===== config.mk =====
export PLATFORM = sky130hd
export DESIGN_NAME = byte_exec_pipe
export DESIGN_NICKNAME = d
export VERILOG_FILES = /design/src/rtl/byte_exec_pipe.sv
export SDC_FILE = /design/constraint.sdc
export NUM_CORES = 2
export LEC_CHECK = 0
export ABC_AREA = 1
export CORE_MARGIN = 2
export CORE_UTILIZATION = 35
export CTS_BUF_LIST = sky130_fd_sc_hd__clkbuf_8 sky130_fd_sc_hd__clkbuf_16
export DETAILED_ROUTE_END_ITERATION = 8
export HOLD_SLACK_MARGIN = 0.1
export RECOVER_POWER = 100
export SLEW_MARGIN = 5
export SYNTH_ARGS = -nofsm -noshare
export SYNTH_HDL_FRONTEND = slang
export SYNTH_HIERARCHICAL = 1
export SYNTH_SLANG_ARGS = --single-unit

===== constraint.sdc =====
create_clock -name clk -period 2.9 [get_ports clk]
set_input_delay 0.435 -clock clk [delete_from_list [all_inputs] [get_ports clk]]
set_output_delay 0.435 -clock clk [all_outputs]
set_load 0.02 [all_outputs]

===== src/rtl/byte_exec_pipe.sv =====
// byte_exec_pipe: byte-wise SIMD execute unit (cntb / avgb / absdb / sumb)
// feeding a LATENCY-deep writeback pipeline with stall, flush and sync reset.

package byte_exec_pkg;
   typedef enum logic [1:0] {
      SEL_CNTB  = 2'd0,
      SEL_AVGB  = 2'd1,
      SEL_ABSDB = 2'd2,
      SEL_SUMB  = 2'd3
   } sel_e;
endpackage

// One 32-bit word of the datapath. Byte 3 of the packed view is the most
// significant byte, i.e. big-endian byte 0 of the word.
module byte_exec_lane
   import byte_exec_pkg::*;
(
   input  sel_e        sel_i,
   input  logic [31:0] ra_i,
   input  logic [31:0] rb_i,
   output logic [31:0] res_o
);

   logic [3:0][7:0] a, b;
   logic [3:0][7:0] cnt, avg, absd;
   logic [9:0]      sum_a, sum_b;

   assign a = ra_i;
   assign b = rb_i;

   function automatic logic [7:0] popcnt8(input logic [7:0] v);
      logic [3:0] c;
      c = '0;
      for (int j = 0; j < 8; j++) c = c + {3'd0, v[j]};
      return {4'd0, c};
   endfunction

   for (genvar k = 0; k < 4; k++) begin : g_byte
      // 9-bit intermediate keeps the carry of a+b+1 before halving
      logic [8:0] s9;
      assign s9      = {1'b0, a[k]} + {1'b0, b[k]} + 9'd1;
      assign avg[k]  = s9[8:1];
      assign cnt[k]  = popcnt8(a[k]);
      assign absd[k] = (b[k] >= a[k]) ? (b[k] - a[k]) : (a[k] - b[k]);
   end

   // max 4*255 = 1020, fits in 10 bits before zero-extension to a halfword
   assign sum_a = {2'b0, a[0]} + {2'b0, a[1]} + {2'b0, a[2]} + {2'b0, a[3]};
   assign sum_b = {2'b0, b[0]} + {2'b0, b[1]} + {2'b0, b[2]} + {2'b0, b[3]};

   // select the word result for the decoded operation
   always_comb begin
      res_o = '0;
      case (sel_i)
         SEL_CNTB:  res_o = cnt;
         SEL_AVGB:  res_o = avg;
         SEL_ABSDB: res_o = absd;
         SEL_SUMB:  res_o = {6'd0, sum_b, 6'd0, sum_a};
         default:   res_o = '0;
      endcase
   end

endmodule

module byte_exec_pipe
   import byte_exec_pkg::*;
#(
   parameter int DATA_W  = 128,
   parameter int ADDR_W  = 7,
   parameter int LATENCY = 3
) (
   input  logic              clk,
   input  logic              reset,
   input  logic [10:0]       op,
   input  logic [2:0]        format,
   input  logic [ADDR_W-1:0] rt_addr,
   input  logic [DATA_W-1:0] ra,
   input  logic [DATA_W-1:0] rb,
   input  logic              reg_write,
   input  logic              stall,
   input  logic              flush,
   output logic [DATA_W-1:0] rt_wb,
   output logic [ADDR_W-1:0] rt_addr_wb,
   output logic              reg_write_wb,
   output logic              busy
);

   localparam int NUM_LANES = DATA_W / 32;

   // opcodes written MSB-first, matching the decoded-op bit numbering
   localparam logic [10:0] OP_CNTB  = 11'b01010110100;
   localparam logic [10:0] OP_AVGB  = 11'b00011010011;
   localparam logic [10:0] OP_ABSDB = 11'b00001010011;
   localparam logic [10:0] OP_SUMB  = 11'b01001010011;

   if ((DATA_W % 32) != 0 || DATA_W < 32) begin : g_bad_data_w
      $error("byte_exec_pipe: DATA_W must be a positive multiple of 32");
   end
   if (LATENCY < 1 || LATENCY > 8) begin : g_bad_latency
      $error("byte_exec_pipe: LATENCY must be in 1..8");
   end

   typedef struct packed {
      logic [DATA_W-1:0] res;
      logic [ADDR_W-1:0] addr;
      logic              we;
   } stage_t;

   sel_e                         sel;
   logic                         op_ok;
   logic [NUM_LANES-1:0][31:0]   lane_res;
   stage_t                       in_d;
   stage_t [LATENCY-1:0]         stg_q, stg_d;

   // decode: only the four format-0 opcodes are real; everything else,
   // including the nop, becomes a bubble
   always_comb begin
      sel   = SEL_CNTB;
      op_ok = 1'b0;
      if (format == 3'd0) begin
         case (op)
            OP_CNTB:  begin sel = SEL_CNTB;  op_ok = 1'b1; end
            OP_AVGB:  begin sel = SEL_AVGB;  op_ok = 1'b1; end
            OP_ABSDB: begin sel = SEL_ABSDB; op_ok = 1'b1; end
            OP_SUMB:  begin sel = SEL_SUMB;  op_ok = 1'b1; end
            default:  begin sel = SEL_CNTB;  op_ok = 1'b0; end
         endcase
      end
   end

   for (genvar i = 0; i < NUM_LANES; i++) begin : g_lane
      byte_exec_lane u_lane (
         .sel_i (sel),
         .ra_i  (ra[32*i +: 32]),
         .rb_i  (rb[32*i +: 32]),
         .res_o (lane_res[i])
      );
   end

   // stage-0 entry triple; bubbles carry all zeros
   always_comb begin
      in_d.res  = op_ok ? DATA_W'(lane_res) : '0;
      in_d.addr = op_ok ? rt_addr : '0;
      in_d.we   = op_ok & reg_write;
   end

   // pipeline next state: flush beats stall, stall freezes every stage
   always_comb begin
      stg_d = stg_q;
      if (flush) begin
         stg_d = '0;
      end else if (!stall) begin
         stg_d[0] = in_d;
         for (int s = 1; s < LATENCY; s++) stg_d[s] = stg_q[s-1];
      end
   end

   // pipeline registers; the last stage is the writeback output register
   always_ff @(posedge clk) begin
      if (reset) stg_q <= '0;
      else       stg_q <= stg_d;
   end

   // busy reflects any pending register write, output stage included
   always_comb begin
      busy = 1'b0;
      for (int s = 0; s < LATENCY; s++) busy = busy | stg_q[s].we;
   end

   assign rt_wb        = stg_q[LATENCY-1].res;
   assign rt_addr_wb   = stg_q[LATENCY-1].addr;
   assign reg_write_wb = stg_q[LATENCY-1].we;

endmodule

==> impl_metrics.py <==
metrics = {
    "sta": {
        "worst-slew-pin-transition_ns": 1.83,
        "timing.fmax_mhz": 352,
        "timing.final.crit_period_ns": 2.84,
        "final.setup.tns_ns": 0,
        "layout_worst_path_cycle_share_pct": 97.9,
        "hold_violations": 0,
        "max_slew_headroom_pct": -22.1,
        "timing.final.setup_violations": 0,
        "clock_skew_after_layout_ns": 0.0472,
        "timing_max_transition_violations_final": 237,
    },
    "synthesis": {
        "syn-num-nets": 7725,
        "synth_area_leaders": "sky130_fd_sc_hd__dfxtp_1 (18%), sky130_fd_sc_hd__nand2_1 (16%), sky130_fd_sc_hd__ha_1 (14%)",
        "complex_gate_fraction_of_the_synthesized_area_pct": 12.8,
        "synth_cell_type_count": 52,
        "yosysSeqAreaShare_pct": 18.2,
        "avgSynthCellArea_sq_um": 6.69,
        "main_combinational_cell_family_by_area_after_synthesis": "simple AND/OR/NAND/NOR gates",
        "yosysTopAreaCellShare_pct": 18.2,
        "edff_count_synth": 0,
        "post_synth_inst_count": 6715,
        "synth_area_leader_cell": "sky130_fd_sc_hd__dfxtp_1",
        "synth-xor-area-share_pct": 1.81,
        "synth_common_cells": "sky130_fd_sc_hd__nand2_1 (1955), sky130_fd_sc_hd__inv_1 (1011), sky130_fd_sc_hd__a21oi_1 (664)",
        "synth.ff_latch_count": 408,
        "synthMuxAreaShare_pct": 0,
        "synthSimpleGateAreaFrac_pct": 28.9,
        "ys.flop_type": "sky130_fd_sc_hd__dfxtp_1",
        "post_synth_fa_ha_maj_area_fraction_pct": 24.3,
        "synthesis.yosys.warnings": 6,
        "async_flop_share_pct": 0,
        "synth.most_common_cell": "sky130_fd_sc_hd__nand2_1",
        "synthesis.area_sq_um": 44900,
    },
    "grt": {
        "globalRoute.busiestLayer": "met2",
        "grt_pass1_vias": 44300,
        "global_route.usage.met2_pct": 40.8,
        "grt_pass1_wl_mm": 254,
        "grtUsageMet3_pct": 2.51,
        "overflow": 0,
        "grt_antenna_before_repair": 1,
        "grt_max_degree": 161,
        "grt_usage_pct": 24.6,
        "grt_util_met1_pct": 34.0,
    },
    "die": {
        "design.core.area_sq_um": 128000,
        "chipHeight_um": 362,
        "rows": 131,
        "design.die.area_sq_um": 131000,
        "initial_core_util_pct": 35.2,
        "dieWidth_um": 362,
        "io-pin-count": 419,
    },
    "hold_path": {
        "hold_path_depth": 3,
        "hold_path_class": "in -> reg",
    },
    "power": {
        "p_total_mw": 23.7,
        "power.switching_mw": 8.98,
        "power_leakage_nw": 29.2,
        "cell_area_power_density_nw_per_um2": 407,
        "swShare_pct": 37.9,
        "comb_power_share_pct": 45.6,
        "p_int_mw": 14.7,
        "highest_ir_drop_seen_on_vdd_v": 0.000466,
        "share_of_total_power_in_sequential_cells_pct": 24.2,
        "p_clk_share_pct": 30.2,
    },
    "drt": {
        "drt.antenna.violating_nets": 0,
        "vias_per_cell": 4.90,
        "drt_first_iter_violations": 3528,
        "routed_wire_length_per_instance_um": 17.7,
        "detail_route.wirelength_mm": 166,
        "via_total_after_detailed_routing": 45900,
        "first_pass_iters": 6,
        "drcViolationCount": 0,
    },
    "cts": {
        "clk_transition_reported_paths_ns": 0.06,
        "numCtsBuffers": 52,
        "cts.root.buffer_cell": "sky130_fd_sc_hd__clkbuf_16",
        "cts-root-to-sink-buffers": 3,
        "clkLatencyLatePin_ns": 0.67,
        "htreeDepth": 2,
        "clock_sinks": 408,
        "tritoncts_clock_tree": "built",
        "cts.hold.buffers_added": 0,
    },
    "setup_path": {
        "critical_path.cell_chain": "dlygate4sd3_1, fa_1, inv_1, fa_1, inv_1, ha_2, inv_1, fa_1, inv_2, nand3_1, nand2_2, a21oi_1, o21ai_0, nand2_1, inv_1, o21ai_2, nand2_1, a21oi_1",
        "path_max_fanout": 3,
        "crit_type": "in -> reg",
        "worst-path-buf-inv": 6,
        "timing.critical_path.max_delay_family": "adder cells",
        "cpPeakStageDelay_ns": 0.63,
        "cp.required_ns": 3.42,
        "worst_reg_to_reg_cells": 2,
        "crit_top_cell": "sky130_fd_sc_hd__inv_1",
        "cpMaxStageDelayCell": "sky130_fd_sc_hd__dlygate4sd3_1",
        "critical_path_arrival_ns": 3.36,
        "path_depth": 18,
        "end_kind": "flop",
        "worst_setup_path_start_kind": "primary input",
    },
    "placed_design": {
        "place.detailed.hpwl_mm": 138,
        "port_buffers": 418,
        "place_congestion": 0.972,
        "dp.cells": 9267,
    },
    "final_layout": {
        "syn2layout_area_growth_pct": 29.5,
        "share_of_post_route_cells_with_drive_strength_above_1_pct": 17.3,
        "instances_no_fill": 9366,
        "finish.net_count": 8672,
    },
    "flow_run": {
        "timing.max_cap.violations": 3,
    },
    "run_status": {
        "violated_checks": "max-capacitance violations, max-slew violations",
        "status": "finished, violations left",
    },
}
==> cells by family (layout without fill, tap and decap cells) <==
family,count (synthesis),after routing
adder cells (fa/ha/maj),728,728
flip-flops,408,408
buffers and inverters,1429,2416
AO/OA/AOI/OAI,1056,1056
XOR/XNOR,93,93
other,0,2
AND/OR/NAND/NOR,3001,3001
==> worst reg2reg max path, cell delays in order, from the launching register on <==
cell	delay (ns)
sky130_fd_sc_hd__dfxtp_1	0.50
sky130_fd_sc_hd__nand2_1	0.10
sky130_fd_sc_hd__a21oi_1	0.20
==> state kept, by name, indices dropped and copies added (netlist names) <==
register,count
stg_q,272
rt_addr_wb,7
rt_wb,128
reg_write_wb,1
==> metrics by stage <==
stage	utilization (%)	area (sq um)	setup slack, ns	hold WS (ns)
CTS	45.2	57700	0.000175	0.152
global placement	43.8	55800	-0.792	0.442
detailed placement	43.8	55800	-0.818	0.447
global route	45.6	58200	-0.00409	0.357
floorplan	-	45000	-0.128	0.438
finish	45.6	58200	0.0620	0.373
==> what timing repair did <==
action                                  in CTS  in global routing
buffers inserted                             0                  3
cloned                                       0                  0
gates resized for setup                     35                179
endpoints found under the setup margin      35                 75
pin swaps                                    4                 42
hold endpoints to repair                     0                  0
==> layer usage <==
metal | up-vias | part of all wire, %
met1 | 21400 | 47
met4 | 0 | 2.9
met3 | 213 | 4.9
met5 | - | 0
met2 | 1228 | 45
li1 | 23000 | -
==> cell type report <==
type / instances / area [sq um]
inverters: 1052 / 3990
repair buffers: 1270 / 11100
multi-input cells: 4878 / 31000
clock buffers: 55 / 1340
diodes: 2 / 5.00
flip-flops and latches: 408 / 8170
well taps: 1662 / 2080
fillers: 13100 / 69300
clock inverters: 39 / 527
==> worst paths after layout <==
path              startpoint          to  slack, ns
hold / removal    rt_addr[3]    stg_q[4]       0.37
hold reg to reg    stg_q[36]  stg_q[172]       0.43
setup / recovery     rb[104]  stg_q[125]       0.06
setup reg to reg   rt_wb[60]   rt_wb[60]       2.02
==> power groups by stage <==
stage               sequential, mW  combinational, mW  clock, mW
floorplan                     5.83               6.30          0
global placement              5.84               10.2          0
detailed placement            5.84               10.3          0
CTS                           5.72               10.4       7.34
global route                  5.73               12.1       7.54
finish                        5.72               10.8       7.15
==> layout by cell type (no fill, tap or decap), drive strengths merged, types with 3 or more instances in the layout <==
| master | count |
|---|---|
| dlymetal6s2s | 60 |
| o21a | 16 |
| clkinvlp | 7 |
| fa | 240 |
| a21o | 8 |
| dlygate4sd3 | 143 |
| a31oi | 3 |
| a21oi | 711 |
| dlygate4sd2 | 16 |
| nand4 | 124 |
| ha | 488 |
| clkdlybuf4s15 | 4 |
| dfxtp | 408 |
| nand2 | 2032 |
| o21ai | 276 |
| clkdlybuf4s50 | 192 |
| inv | 1055 |
| xor2 | 69 |
| buf | 843 |
| bufinv | 10 |
| o21bai | 13 |
| clkbuf | 67 |
| o211ai | 19 |
| clkinv | 19 |
| or2 | 45 |
| nor2 | 220 |
| nand3b | 16 |
| nand3 | 560 |
| o2111ai | 6 |
| xnor2 | 24 |
Power figures use the tool's default switching activity.
